## config.mk

```make
export PLATFORM = sky130hd
export DESIGN_NAME = zeroheti_rst_seq
export DESIGN_NICKNAME = d
export VERILOG_FILES = /design/src/rtl/zeroheti_rst_seq.sv
export SDC_FILE = /design/constraint.sdc
export NUM_CORES = 1
export LEC_CHECK = 0
export BUFFER_PORTS_ARGS = -buffer_cell sky130_fd_sc_hd__buf_2
export CAP_MARGIN = 20
export CORE_MARGIN = 2
export CORE_UTILIZATION = 62
export CTS_BUF_LIST = sky130_fd_sc_hd__clkbuf_8 sky130_fd_sc_hd__clkbuf_16
export CTS_CLUSTER_SIZE = 28
export DETAILED_ROUTE_END_ITERATION = 16
export GPL_TIMING_DRIVEN = 0
export PLACE_DENSITY_LB_ADDON = 0.3
export SETUP_SLACK_MARGIN = 0.2
export SYNTH_ARGS = -nofsm -noshare
export SYNTH_HDL_FRONTEND = slang
export SYNTH_SLANG_ARGS = --single-unit
export TNS_END_PERCENT = 50
```

## constraint.sdc

```tcl
create_clock -name clk_i -period 4.1 [get_ports clk_i]
set_input_delay 0.205 -clock clk_i [delete_from_list [all_inputs] [get_ports clk_i]]
set_output_delay 0.205 -clock clk_i [all_outputs]
set_load 0.1 [all_outputs]
```

## src/rtl/zeroheti_rst_seq.sv

```systemverilog
`default_nettype none
// +--------------------------------------------------------------------------+
// | Module   : zeroheti_rst_seq                                              |
// | Purpose  : FPGA-top reset sequencer: PLL lock, button and software reset |
// |            sources combined into staged active-low resets and a cause.   |
// | Revision : 1.0                                                           |
// +--------------------------------------------------------------------------+
module zeroheti_rst_seq #(
    parameter int NUM_OUT         = 2,
    parameter int NUM_LOCKS       = 1,
    parameter int SYNC_STAGES     = 2,
    parameter int DEBOUNCE_CYCLES = 16,
    parameter int STRETCH_CYCLES  = 64,
    parameter int STAGE_DELAY     = 8
) (
    input  logic                 clk_i,
    input  logic                 rst_ni,
    input  logic                 ext_rst_i,
    input  logic [NUM_LOCKS-1:0] lock_i,
    input  logic                 sw_rst_req_i,
    output logic [NUM_OUT-1:0]   rst_no,
    output logic                 rst_done_o,
    output logic [1:0]           rst_cause_o
);

    localparam int DEB_W = $clog2(DEBOUNCE_CYCLES + 1);
    localparam int STR_W = $clog2(STRETCH_CYCLES + 1);
    localparam int STG_W = $clog2(STAGE_DELAY + 1);
    localparam int IDX_W = (NUM_OUT > 1) ? $clog2(NUM_OUT) : 1;

    localparam logic [DEB_W-1:0] c_deb_max  = DEB_W'(DEBOUNCE_CYCLES);
    localparam logic [STR_W-1:0] c_str_last = STR_W'(STRETCH_CYCLES - 1);
    localparam logic [STG_W-1:0] c_stg_last = STG_W'(STAGE_DELAY - 1);
    localparam logic [IDX_W-1:0] c_idx_last = IDX_W'(NUM_OUT - 1);

    localparam logic [1:0] c_cause_lock = 2'd1;
    localparam logic [1:0] c_cause_btn  = 2'd2;
    localparam logic [1:0] c_cause_sw   = 2'd3;

    typedef enum logic [1:0] {
        S_WAIT_LOCK = 2'd0,
        S_STRETCH   = 2'd1,
        S_RELEASE   = 2'd2,
        S_RUN       = 2'd3
    } state_t;

    logic [SYNC_STAGES-1:0]                r_ext_sync;
    logic [SYNC_STAGES-1:0][NUM_LOCKS-1:0] r_lock_sync;
    logic [DEB_W-1:0]                      r_deb_cnt;

    state_t             r_state,   w_state_nxt;
    logic [NUM_OUT-1:0] r_rst_n,   w_rst_n_nxt;
    logic               r_done,    w_done_nxt;
    logic [1:0]         r_cause,   w_cause_nxt;
    logic [STR_W-1:0]   r_str_cnt, w_str_cnt_nxt;
    logic [STG_W-1:0]   r_stg_cnt, w_stg_cnt_nxt;
    logic [IDX_W-1:0]   r_idx,     w_idx_nxt;

    logic w_ext_synced;
    logic w_lock_ok;
    logic w_btn;
    logic w_lock_lost;
    logic w_sw_fault;
    logic w_fault;

    always_ff @(posedge clk_i or negedge rst_ni) begin
        if (!rst_ni) begin
            r_ext_sync  <= '0;
            r_lock_sync <= '0;
        end else begin
            r_ext_sync  <= {r_ext_sync[SYNC_STAGES-2:0], ext_rst_i};
            r_lock_sync <= {r_lock_sync[SYNC_STAGES-2:0], lock_i};
        end
    end

    assign w_ext_synced = r_ext_sync[SYNC_STAGES-1];
    assign w_lock_ok    = &r_lock_sync[SYNC_STAGES-1];

    // Saturating debounce: the button counts as pressed only after a full run of high samples
    always_ff @(posedge clk_i or negedge rst_ni) begin
        if (!rst_ni) begin
            r_deb_cnt <= '0;
        end else if (!w_ext_synced) begin
            r_deb_cnt <= '0;
        end else if (r_deb_cnt != c_deb_max) begin
            r_deb_cnt <= r_deb_cnt + DEB_W'(1);
        end
    end

    assign w_btn       = (r_deb_cnt == c_deb_max);
    assign w_lock_lost = !w_lock_ok && (r_state != S_WAIT_LOCK);
    assign w_sw_fault  = sw_rst_req_i && (r_state == S_RUN);
    assign w_fault     = w_lock_lost || w_btn || w_sw_fault;

    always_ff @(posedge clk_i or negedge rst_ni) begin
        if (!rst_ni) begin
            r_state   <= S_WAIT_LOCK;
            r_rst_n   <= '0;
            r_done    <= 1'b0;
            r_cause   <= 2'd0;
            r_str_cnt <= '0;
            r_stg_cnt <= '0;
            r_idx     <= '0;
        end else begin
            r_state   <= w_state_nxt;
            r_rst_n   <= w_rst_n_nxt;
            r_done    <= w_done_nxt;
            r_cause   <= w_cause_nxt;
            r_str_cnt <= w_str_cnt_nxt;
            r_stg_cnt <= w_stg_cnt_nxt;
            r_idx     <= w_idx_nxt;
        end
    end

    always_comb begin
        w_state_nxt   = r_state;
        w_rst_n_nxt   = r_rst_n;
        w_done_nxt    = r_done;
        w_cause_nxt   = r_cause;
        w_str_cnt_nxt = '0;
        w_stg_cnt_nxt = '0;
        w_idx_nxt     = r_idx;

        // A fault wins over any release scheduled for the same edge
        if (w_fault) begin
            w_rst_n_nxt = '0;
            w_done_nxt  = 1'b0;
            if (w_lock_lost) begin
                w_cause_nxt = c_cause_lock;
            end else if (w_btn) begin
                w_cause_nxt = c_cause_btn;
            end else begin
                w_cause_nxt = c_cause_sw;
            end
            w_state_nxt = (w_lock_lost || w_btn) ? S_WAIT_LOCK : S_STRETCH;
        end else begin
            case (r_state)
                S_WAIT_LOCK: begin
                    if (w_lock_ok && !w_ext_synced) begin
                        w_state_nxt = S_STRETCH;
                    end
                end
                S_STRETCH: begin
                    if (r_str_cnt == c_str_last) begin
                        w_rst_n_nxt[0] = 1'b1;
                        if (NUM_OUT == 1) begin
                            w_state_nxt = S_RUN;
                            w_done_nxt  = 1'b1;
                        end else begin
                            w_state_nxt = S_RELEASE;
                            w_idx_nxt   = IDX_W'(1);
                        end
                    end else begin
                        w_str_cnt_nxt = r_str_cnt + STR_W'(1);
                    end
                end
                S_RELEASE: begin
                    if (r_stg_cnt == c_stg_last) begin
                        w_rst_n_nxt[r_idx] = 1'b1;
                        w_idx_nxt          = r_idx + IDX_W'(1);
                        if (r_idx == c_idx_last) begin
                            w_state_nxt = S_RUN;
                            w_done_nxt  = 1'b1;
                        end
                    end else begin
                        w_stg_cnt_nxt = r_stg_cnt + STG_W'(1);
                    end
                end
                S_RUN: begin
                    w_state_nxt = S_RUN;
                end
                default: begin
                    w_state_nxt = S_WAIT_LOCK;
                    w_rst_n_nxt = '0;
                    w_done_nxt  = 1'b0;
                end
            endcase
        end
    end

    assign rst_no      = r_rst_n;
    assign rst_done_o  = r_done;
    assign rst_cause_o = r_cause;

endmodule
`default_nettype wire

```

After elaboration in Yosys (flattened, before gate mapping)
Cells that the tools add are included.

Register bits after elaboration: 28. Input port bits: 5.

$add $sub $neg: 4. Order comparisons: 2. Eq/ne operators: 14. Mux-type cells: 30. Bitwise gates (word level): 2. Reduce and logical (&&, ||, !) cells: 20.

Operators with widths (count): 7-bit two-way mux (3); 2-bit two-way mux (8); 4-bit two-way mux (3); 3-bit != test, second input constant (4); 1-bit two-way mux (10); 5-bit two-way mux (2); 2-bit nonzero test (5); 2-bit one-hot mux with 4 select lines (1); 4-bit AND reduction (2); 7-bit by 1-bit adder with 7-bit output, second input constant (1); 7-bit by 6-bit == test with 1-bit output, second input constant (1); 3-bit AND reduction (2); 5-bit by 1-bit adder with 5-bit output, second input constant (1); 5-bit == test, second input constant (1); 5-bit != test, second input constant (1); 4-bit by 1-bit adder with 4-bit output, second input constant (1); 2-bit == test, second input constant (2); 4-bit by 3-bit == test with 1-bit output, second input constant (1); 1-bit logical AND (4); 2-bit != test, second input constant (2); 1-bit one-hot mux with 2 select lines (2); 3-bit nonzero test (1); 2-bit by 1-bit == test with 1-bit output, second input constant (1); 1-bit zero test (2); other kinds (10) (11).

Logic depth before layout (Yosys ltp)
Gate-level depths: netlist of the first run.

Word-level depth: 8. Depth in mapped cells: 8.

Worst setup path before layout of the first run
Ideal clock, no wire load.

Path kind: flip-flop to flip-flop. Start point: register r_state[0]. End point: register r_idx. Library setup time: 0.125 ns. Data arrival time: 1.627 ns. Slack: 2.348 ns. Stages on the path, launching flop included: 8. Buffers on the path: 1. Clock period less this slack: 1.752 ns. Path through: dfrtp_1 inv_1 ha_1 or2_2 and3_1 buf_6 nand4_4 mux2_4.

Longest elaborated chain between the ends: 6.

RTL lines: start, declared (RTL line 51) `state_t r_state, w_state_nxt;`; start signal, assigned (RTL line 105) `r_state <= w_state_nxt;`; 2-bit nonzero test (RTL line 91) `assign w_lock_lost = !w_lock_ok && (r_state != S_WAIT_LOCK);`; 1-bit logical AND (RTL line 91); 1-bit logical OR (2 in series) (RTL line 93) `assign w_fault = w_lock_lost || w_btn || w_sw_fault;`; 1-bit NOT (no line); 4-bit AND reduction (no line); end signal, assigned (RTL line 111) `r_idx <= w_idx_nxt;`; end, declared (RTL line 57) `logic [IDX_W-1:0] r_idx, w_idx_nxt;`.

Several ways; a longest one is shown, not always the timed one. A chain may end at the register's enable or synchronous reset.

Worst setup path after layout of the first run
Ends and elaborated chain as after synthesis.

==> results of run 1 <==
-- sequential cells by signal, indices dropped and copies added (netlist names), 2 cells and up --
register and cells:
r_deb_cnt 5, r_ext_sync 2, r_state 2, r_stg_cnt 4
r_str_cnt 7, rst_cause_o 2, rst_no 2
-- kinds of logic after synthesis --
| logic type | share of synthesized area (%) |
|---|---|
| mux | 1.13 |
| flops | 52.7 |
| fa+ha+maj | 7.53 |
| compound gates | 9.04 |
| simple gates | 20.5 |
| buf+inv | 3.11 |
| xor+xnor | 5.93 |
-- cell type report --
type	instances	area share, %
sequential	28	47.6
multi-input combinational	84	39.8
clock buffer	4	3.74
timing repair buffer	10	3.74
tap	27	2.29
buffer	2	1.53
inverter	5	1.27
-- worst min path at each step --
stage                     depth (start not counted)  startpoint  slack [ns]            end
after floorplan                                   0      rst_ni       -0.09   r_deb_cnt[0]
after global placement                            1      rst_ni        0.24     rst_done_o
after detailed placement                          1      rst_ni        0.25      rst_no[1]
after CTS                                         1   ext_rst_i        0.03  r_ext_sync[0]
after global routing                              1   ext_rst_i        0.02  r_ext_sync[0]
final                                             1   ext_rst_i        0.03  r_ext_sync[0]
-- where the power goes --
group,leakage (nW),switching (W),internal [W]
registers,0.362,0.0000271,0.000312
clock network,0.0288,0.0000831,0.0000860
logic,0.307,0.000208,0.000109
total,0.698,0.000319,0.000507
-- stage by stage --
step	hold slack [ns]	setup slack (ns)	util, %	cell area (um2)
4_1_cts	0.0269	2.20	74.3	1470
3_3_place_gp	0.236	2.26	71.0	1410
3_5_place_dp	0.253	2.21	71.0	1410
6_report	0.0312	2.19	74.3	1470
2_1_floorplan	-0.0906	2.35	-	1330
5_1_grt	0.0204	2.08	74.3	1470
-- metal layers --
metal  GRT usage [%]  vias up  share of wire, %  wire, um
met1            26.8      436                47      1090
met2            39.5       16                49      1130
met4            6.76        0               1.6        38
met3            3.57        5               2.5        59
li1                -      440                 -         -
met5               0        -                 0         0
-- synth_stat cells --
library cell / number / area, um2
a21boi_0: 2 / 15.0
a21oi_1: 2 / 10.0
a221oi_2: 1 / 15.0
a32o_1: 1 / 10.0
and2_1: 2 / 12.5
and3_1: 2 / 12.5
and3_2: 5 / 37.5
buf_6: 2 / 22.5
dfrtp_1: 28 / 701
ha_1: 8 / 100
inv_1: 5 / 18.8
mux2_4: 1 / 15.0
nand2_1: 11 / 41.3
nand2b_1: 2 / 12.5
nand3_1: 7 / 35.0
nand3b_1: 1 / 7.51
nand4_1: 1 / 6.26
nand4_4: 1 / 21.3
nand4bb_1: 1 / 11.3
nor2_1: 11 / 41.3
nor2b_1: 1 / 6.26
nor3_1: 3 / 15.0
o2111a_1: 1 / 11.3
o2111ai_1: 1 / 8.76
o211ai_1: 1 / 7.51
o21a_1: 1 / 7.51
o21ai_0: 4 / 20.0
o21ai_2: 1 / 8.76
o22ai_1: 1 / 6.26
or2_1: 1 / 6.26
or2_2: 1 / 6.26
xnor2_1: 5 / 43.8
xor2_1: 4 / 35.0
-- critical path: stages, from the launching register on --
cell     delay [ns]
dfrtp_1        0.39
inv_1          0.10
ha_1           0.25
or2_2          0.34
and3_1         0.21
buf_6          0.14
nand4_4        0.08
mux2_4         0.30
-- timing repair --
item,in CTS,in global routing
endpoints found under the hold margin,28,0
endpoints found under the setup margin,0,0
hold buffers,1,0
==> results.py, run 1 <==
metrics = {
    "placement": {
        "place_hpwl_mm": 1.65,
        "gp_congestion": 0.771,
        "numPortBuffers": 9,
        "dp.cells": 155,
    },
    "power": {
        "vdd_drop_max_mv": 0.414,
        "power_w": 0.000826,
        "leakage_nw": 0.698,
        "powerDensity_nw_per_um2": 561,
    },
    "final_layout": {
        "antennaDiodeCount": 0,
        "final_common_cell": "dfrtp_1",
        "drive_above_1_share_pct": 18.8,
        "multi_input_area_um2": 587,
        "fin_cells": 160,
        "seq_area_um2": 701,
        "final_cell_mix": "dfrtp_1 (28), nand2_1 (11), nor2_1 (11)",
        "area_growth_pct": 10.8,
        "layout.nets": 147,
        "n_fill_cell": 140,
    },
    "sta": {
        "fmax_mhz": 524,
        "period_share_pct": 46.5,
        "grt_setup_unrepaired": "no",
        "setup_viol_count_final": 0,
        "drv_slew": 0,
        "tightest_slew_ns": 0.605,
        "fin_crit_ns": 1.91,
        "slew-limit-headroom_pct": 59.6,
        "skew_ns": 0.00382,
        "finalHoldViolations": 0,
        "tns_ns": 0,
    },
    "run": {
        "max-cap-violations": 0,
    },
    "critical_path": {
        "cp.arrival_ns": 2.07,
        "rr_startpoint": "r_state[0]",
        "critPathCaptureType": "register",
        "crit_start": "r_state[0]",
        "required_ns": 4.27,
        "rr_endpoint": "r_idx",
        "critPathCapture": "r_idx",
        "rrSetupSlack_ns": 2.19,
        "cp_max_fo": 8,
        "crit_type": "reg -> reg",
        "start_kind": "register",
        "r2r_cells": 7,
    },
    "routing": {
        "ant_nets": 0,
        "drc": 0,
        "wl_mm": 2.32,
        "wl_per_cell_um": 14.5,
        "first_pass_iters": 4,
        "drtIter0Drc": 16,
        "vias": 897,
        "viasPerCell": 5.61,
    },
    "floorplanning": {
        "dieHeight_um": 50.3,
        "core_um2": 1980,
        "rows": 16,
        "die_w_um": 50.3,
        "start_util_pct": 67.0,
        "ioPinCount": 10,
        "die-area_um2": 2530,
    },
    "clock_tree": {
        "cts-root-buf": "clkbuf_8",
        "cts_tree": "yes",
        "path_clk_slew_ns": 0.09,
        "post_cts_resized": 0,
        "cts_setup_buffers": 0,
        "cts_buffer_depth": 2,
        "cts_sinks": 28,
        "htreeDepth": 1,
        "numCtsBuffers": 3,
        "clkLatencyLatePin_ns": 0.27,
    },
    "logic_synthesis": {
        "netlist_area_um2": 1330,
        "synth_cell_types": 33,
        "ys_warn_count": 0,
        "synthCells": 119,
        "synthesis.nets": 132,
        "synth.ff_latch_count": 28,
        "syn_avg_cell_area_um2": 11.2,
        "synth_seq_area_share_pct": 52.7,
    },
    "global_routing": {
        "grt_overflow": 0,
        "grt_max_degree": 29,
        "first_global_vias": 954,
        "grt_usage_pct": 21.9,
        "grt_pass1_wl_mm": 4.19,
        "grt_antenna_before_repair": 0,
    },
    "outcome": {
        "status": "finished clean",
    },
    "hold_path": {
        "hold_class": "in -> reg",
    },
}
No activity file was read; power rests on OpenSTA's default activity.
==> inputs of run 2 (changes only) <==
--- a/config.mk
+++ b/config.mk
@@ -8,7 +8,7 @@
 export BUFFER_PORTS_ARGS = -buffer_cell sky130_fd_sc_hd__buf_2
 export CAP_MARGIN = 20
 export CORE_MARGIN = 2
-export CORE_UTILIZATION = 62
+export CORE_UTILIZATION = 58
 export CTS_BUF_LIST = sky130_fd_sc_hd__clkbuf_8 sky130_fd_sc_hd__clkbuf_16
 export CTS_CLUSTER_SIZE = 28
 export DETAILED_ROUTE_END_ITERATION = 16
==> constraint.sdc (replaced) <==
create_clock -name clk_i -period 1.9 [get_ports clk_i]
set_input_delay 0.095 -clock clk_i [delete_from_list [all_inputs] [get_ports clk_i]]
set_output_delay 0.095 -clock clk_i [all_outputs]
set_load 0.1 [all_outputs]
==> results.py, run 2 (same netlist as run 1, synthesis figures left out) <==
metrics = {
    "final_layout": {
        "largestRegisters": "r_str_cnt (7), r_deb_cnt (5), r_stg_cnt (4)",
        "drive_above_1_share_pct": 33.6,
        "final_cell_mix": "dfrtp_1 (28), buf_4 (14), nor2_1 (11)",
        "top_register": "r_str_cnt",
        "largest_reg_flops": 7,
        "area_growth_pct": 25.2,
        "n_fill_cell": 149,
        "antennaDiodeCount": 0,
        "layout.nets": 163,
        "final_common_cell": "dfrtp_1",
    },
    "outcome": {
        "status": "finished clean",
    },
    "power": {
        "powerDensity_nw_per_um2": 1230,
        "leakage_nw": 0.779,
        "vdd_drop_max_mv": 1.10,
    },
    "global_routing": {
        "grt_antenna_before_repair": 0,
        "grt_usage_pct": 21.6,
        "grt_overflow": 0,
        "grt_pass1_wl_mm": 4.22,
        "first_global_vias": 953,
        "grt_max_degree": 29,
    },
    "critical_path": {
        "required_ns": 2.06,
        "critPathCaptureType": "register",
        "start_kind": "register",
        "cp.arrival_ns": 1.88,
        "crit_type": "reg -> reg",
        "cp_max_fo": 6,
    },
    "sta": {
        "slew-limit-headroom_pct": 59.3,
        "fin_ws_ns": 0.185,
        "fin_crit_ns": 1.71,
        "tightest_slew_ns": 0.610,
        "drv_slew": 0,
        "finalHoldViolations": 0,
        "grt_setup_unrepaired": "yes",
        "tns_ns": 0,
        "fmax_mhz": 583,
        "period_share_pct": 90.2,
        "skew_ns": 0.00298,
        "setup_viol_count_final": 0,
    },
    "placement": {
        "place_hpwl_mm": 1.64,
        "numPortBuffers": 9,
        "gp_congestion": 0.757,
        "post-place-ws_ns": 0.127,
    },
    "floorplanning": {
        "ioPinCount": 10,
        "start_util_pct": 60.7,
        "dieHeight_um": 51.9,
        "core_um2": 2190,
        "die-area_um2": 2690,
        "rows": 17,
        "die_w_um": 51.9,
    },
    "routing": {
        "ant_nets": 0,
        "viasPerCell": 5.57,
        "drc": 0,
        "first_pass_iters": 4,
        "vias": 986,
        "wl_mm": 2.63,
        "drtIter0Drc": 14,
        "wl_per_cell_um": 14.8,
    },
    "hold_path": {
        "hold_class": "in -> reg",
    },
    "clock_tree": {
        "numCtsBuffers": 3,
        "cts_sinks": 28,
        "clkLatencyLatePin_ns": 0.27,
        "cts-root-buf": "clkbuf_8",
        "cts_tree": "yes",
        "cts_buffer_depth": 2,
        "htreeDepth": 1,
        "path_clk_slew_ns": 0.09,
    },
    "run": {
        "max-cap-violations": 0,
    },
}
-- run 2: cell types whose count changed in the layout (fill, tap and decap cells not counted), moves of 2 or more --
| cell | before | now |
|---|---|---|
| and3_4 | 0 | 2 |
| buf_4 | 0 | 14 |
| dlygate4sd3_1 | 1 | 3 |
| ha_1 | 8 | 5 |
| ha_4 | 0 | 3 |
| inv_1 | 5 | 2 |
| inv_2 | 0 | 3 |
| or2_4 | 0 | 2 |
-- run 2: final timing paths --
kind	start	endpoint	slack (ns)	depth (start not counted)
worst max-delay path	r_state[1]	r_idx	0.19	7
worst min register to register	r_lock_sync[0]	w_lock_ok	0.37	0
min in group asynchronous	rst_ni	r_deb_cnt[0]	0.36	2
worst max register to register	r_state[1]	r_idx	0.19	7
max in group asynchronous	rst_ni	r_idx	1.14	2
worst min-delay path	sw_rst_req_i	rst_cause_o[0]	0.15	3
-- run 2: final cells by class --
class / count / area, um2 / share of cell area, %
Timing Repair Buffer: 26 / 180 / 10.8
Tap cell: 28 / 35.0 / 2.11
Multi-Input combinational cell: 84 / 652 / 39.2
Sequential cell: 28 / 701 / 42.1
Clock buffer: 4 / 55.1 / 3.31
Inverter: 5 / 18.8 / 1.13
Buffer: 2 / 22.5 / 1.35
-- run 2: through the flow --
step | instance area (um2) | std cells | total power (W) | util [%] | hold WS [ns]
detailed placement | 1410 | 156 | 0.00143 | 64.4 | 0.140
CTS | 1500 | 164 | 0.00181 | 68.6 | 0.139
global route | 1660 | 177 | 0.00217 | 76.0 | 0.208
floorplan | 1330 | 119 | 0.00128 | - | -0.201
finish | 1660 | 177 | 0.00205 | 76.0 | 0.147
global placement | 1410 | 156 | 0.00140 | 64.4 | 0.129
-- run 2: metal layers --
metal	track usage, %	share of wire [%]	vias to the layer above
met5	0	0	-
met4	9.21	2.9	0
met2	36.7	52	18
li1	-	-	475
met1	26.8	43	484
met3	3.74	2.5	9
-- run 2: power breakdown --
group / switching, W / total, W / internal [W]
Clock: 0.000176 / 0.000362 / 0.000185
Combinational: 0.000552 / 0.000960 / 0.000408
Sequential: 0.0000582 / 0.000731 / 0.000673
-- run 2: timing repair --
action                                 4_1_cts  5_1_grt
pin swaps                                    0        6
setup endpoints to repair                    3       12
setup buffers                                1       13
resized for setup                            0       16
endpoints found under the hold margin       30        0
hold buffers                                 3        0
-- run 2: critical path: stages (launching register included) --
cell,delay (ns)
dfrtp_1,0.42
buf_4,0.17
ha_1,0.23
nand2_2,0.12
and3_4,0.19
buf_6,0.12
nand4_4,0.07
mux2_4,0.30
==> inputs of run 3 (changes only) <==
--- a/config.mk
+++ b/config.mk
@@ -8,13 +8,14 @@
 export BUFFER_PORTS_ARGS = -buffer_cell sky130_fd_sc_hd__buf_2
 export CAP_MARGIN = 20
 export CORE_MARGIN = 2
-export CORE_UTILIZATION = 58
+export CORE_UTILIZATION = 30
 export CTS_BUF_LIST = sky130_fd_sc_hd__clkbuf_8 sky130_fd_sc_hd__clkbuf_16
 export CTS_CLUSTER_SIZE = 28
 export DETAILED_ROUTE_END_ITERATION = 16
 export GPL_TIMING_DRIVEN = 0
 export PLACE_DENSITY_LB_ADDON = 0.3
 export SETUP_SLACK_MARGIN = 0.2
+export SKIP_LAST_GASP = 1
 export SYNTH_ARGS = -nofsm -noshare
 export SYNTH_HDL_FRONTEND = slang
 export SYNTH_SLANG_ARGS = --single-unit
==> results.py, run 3 (same netlist as run 1, synthesis figures left out) <==
metrics = {
    "final_layout": {
        "final_cell_mix": "dfrtp_1 (28), nor2_1 (11), nand2_1 (10)",
        "largestRegisters": "r_str_cnt (7), r_deb_cnt (5), r_stg_cnt (4)",
        "fin_cells": 196,
        "area_growth_pct": 22.8,
        "largest_reg_flops": 7,
        "antennaDiodeCount": 0,
        "post-route-util_pct": 37.7,
        "top_register": "r_str_cnt",
        "final_common_cell": "dfrtp_1",
        "drive_above_1_share_pct": 29.9,
        "n_fill_cell": 440,
        "layout.nets": 158,
    },
    "outcome": {
        "status": "finished clean",
    },
    "sta": {
        "period_share_pct": 86.5,
        "grt_setup_unrepaired": "yes",
        "drv_slew": 0,
        "setup_viol_count_final": 0,
        "fin_crit_ns": 1.64,
        "tightest_slew_ns": 0.632,
        "tns_ns": 0,
        "fmax_mhz": 608,
        "finalHoldViolations": 0,
        "skew_ns": 0.00416,
        "slew-limit-headroom_pct": 57.9,
    },
    "placement": {
        "place_hpwl_mm": 1.68,
        "gp_congestion": 0.759,
        "numPortBuffers": 9,
        "dp.cells": 180,
    },
    "power": {
        "vdd_drop_max_mv": 0.443,
        "combPwrFrac_pct": 43.6,
        "p_int_w": 0.00120,
        "sequentialPowerShare_pct": 37.4,
        "leakage_nw": 0.748,
        "clkPwrFrac_pct": 18.9,
        "power_w": 0.00193,
        "powerDensity_nw_per_um2": 1180,
        "p_sw_share_pct": 37.5,
        "switching_power_w": 0.000723,
    },
    "routing": {
        "drtIter0Drc": 27,
        "viasPerCell": 4.69,
        "wl_per_cell_um": 12.3,
        "wl_mm": 2.42,
        "first_pass_iters": 4,
        "ant_nets": 0,
        "vias": 919,
        "drc": 0,
    },
    "clock_tree": {
        "cts_tree": "yes",
        "numCtsBuffers": 3,
        "path_clk_slew_ns": 0.09,
        "cts_sinks": 28,
        "cts_buffer_depth": 2,
        "htreeDepth": 1,
        "cts-root-buf": "clkbuf_8",
        "clkLatencyLatePin_ns": 0.27,
    },
    "critical_path": {
        "cp_slowest_cell": "dfrtp_1",
        "crit_type": "reg -> reg",
        "start_kind": "register",
        "critPathMaxStageDelay_ns": 0.36,
        "cp_max_fo": 6,
        "path_cells": "inv_1, ha_4, or2_4, and3_4, buf_6, nand4_4, mux2_4",
        "required_ns": 2.06,
        "path_delay_family": "simple AND/OR/NAND/NOR gates",
        "cp.arrival_ns": 1.81,
        "critPathCaptureType": "register",
        "crit_buf_inv": 2,
    },
    "global_routing": {
        "grt_usage_pct": 10.6,
        "grt_overflow": 0,
        "grt_pass1_wl_mm": 4.26,
        "first_global_vias": 911,
        "grt_max_degree": 29,
        "grt_antenna_before_repair": 0,
    },
    "floorplanning": {
        "die_w_um": 70.6,
        "ioPinCount": 10,
        "die-area_um2": 4980,
        "dieHeight_um": 70.6,
        "start_util_pct": 30.7,
        "rows": 24,
        "core_um2": 4320,
    },
    "hold_path": {
        "hold_class": "in -> reg",
    },
    "run": {
        "max-cap-violations": 0,
    },
}
-- run 3: timing repair --
action / CTS / global route
hold endpoints to repair: 30 / 0
buffers inserted: 5 / 4
pin swaps: 1 / 5
endpoints found under the setup margin: 1 / 3
gates resized for setup: 3 / 8
hold buffers: 3 / 0
-- run 3: worst paths after layout --
| path | start | to | slack [ns] | cells past startpoint |
|---|---|---|---|---|
| hold / removal | sw_rst_req_i | rst_cause_o[0] | 0.16 | 3 |
| hold reg to reg | r_ext_sync[0] | r_ext_sync[1] | 0.36 | 0 |
| setup reg to reg | r_state[0] | r_idx | 0.26 | 7 |
| setup / recovery | r_state[0] | r_idx | 0.26 | 7 |
| min in group asynchronous | rst_ni | rst_cause_o[0] | 0.37 | 2 |
| max in group asynchronous | rst_ni | r_idx | 1.12 | 2 |
-- run 3: metrics by stage --
step	hold slack, ns	instance area [um2]	setup slack (ns)
floorplan	-0.201	1330	0.219
global placement	0.152	1440	0.113
detailed placement	0.160	1440	0.0881
CTS	0.155	1570	0.201
global route	0.176	1630	0.178
finish	0.158	1630	0.257
-- run 3: metal layers --
layer	track usage (%)	up-vias	routed length, um
met5	0	-	0
met4	3.77	0	37
met1	14.3	446	1150
li1	-	458	-
met3	1.28	5	54
met2	17.6	10	1180
-- run 3: worst min-delay path, cell delays in order --
cell,delay [ns]
buf_2,0.11
a21oi_1,0.06
o21ai_0,0.13
-- run 3: power by group through the flow --
| stage | sequential [W] | combinational [W] | clock, W |
|---|---|---|---|
| 2_1_floorplan | 0.000862 | 0.000419 | 0 |
| 3_3_place_gp | 0.000740 | 0.000670 | 0 |
| 3_5_place_dp | 0.000744 | 0.000682 | 0 |
| 4_1_cts | 0.000719 | 0.000773 | 0.000379 |
| 5_1_grt | 0.000736 | 0.000922 | 0.000401 |
| 6_report | 0.000721 | 0.000841 | 0.000365 |
-- run 3: area by class of cell --
| class | count | area [um2] | area share, % |
|---|---|---|---|
| Buffer | 2 | 22.5 | 1.38 |
| Timing Repair Buffer | 21 | 143 | 8.74 |
| Tap cell | 52 | 65.1 | 3.99 |
| Clock buffer | 4 | 55.1 | 3.37 |
| Inverter | 5 | 18.8 | 1.15 |
| Sequential cell | 28 | 701 | 42.9 |
| Multi-Input combinational cell | 84 | 627 | 38.4 |
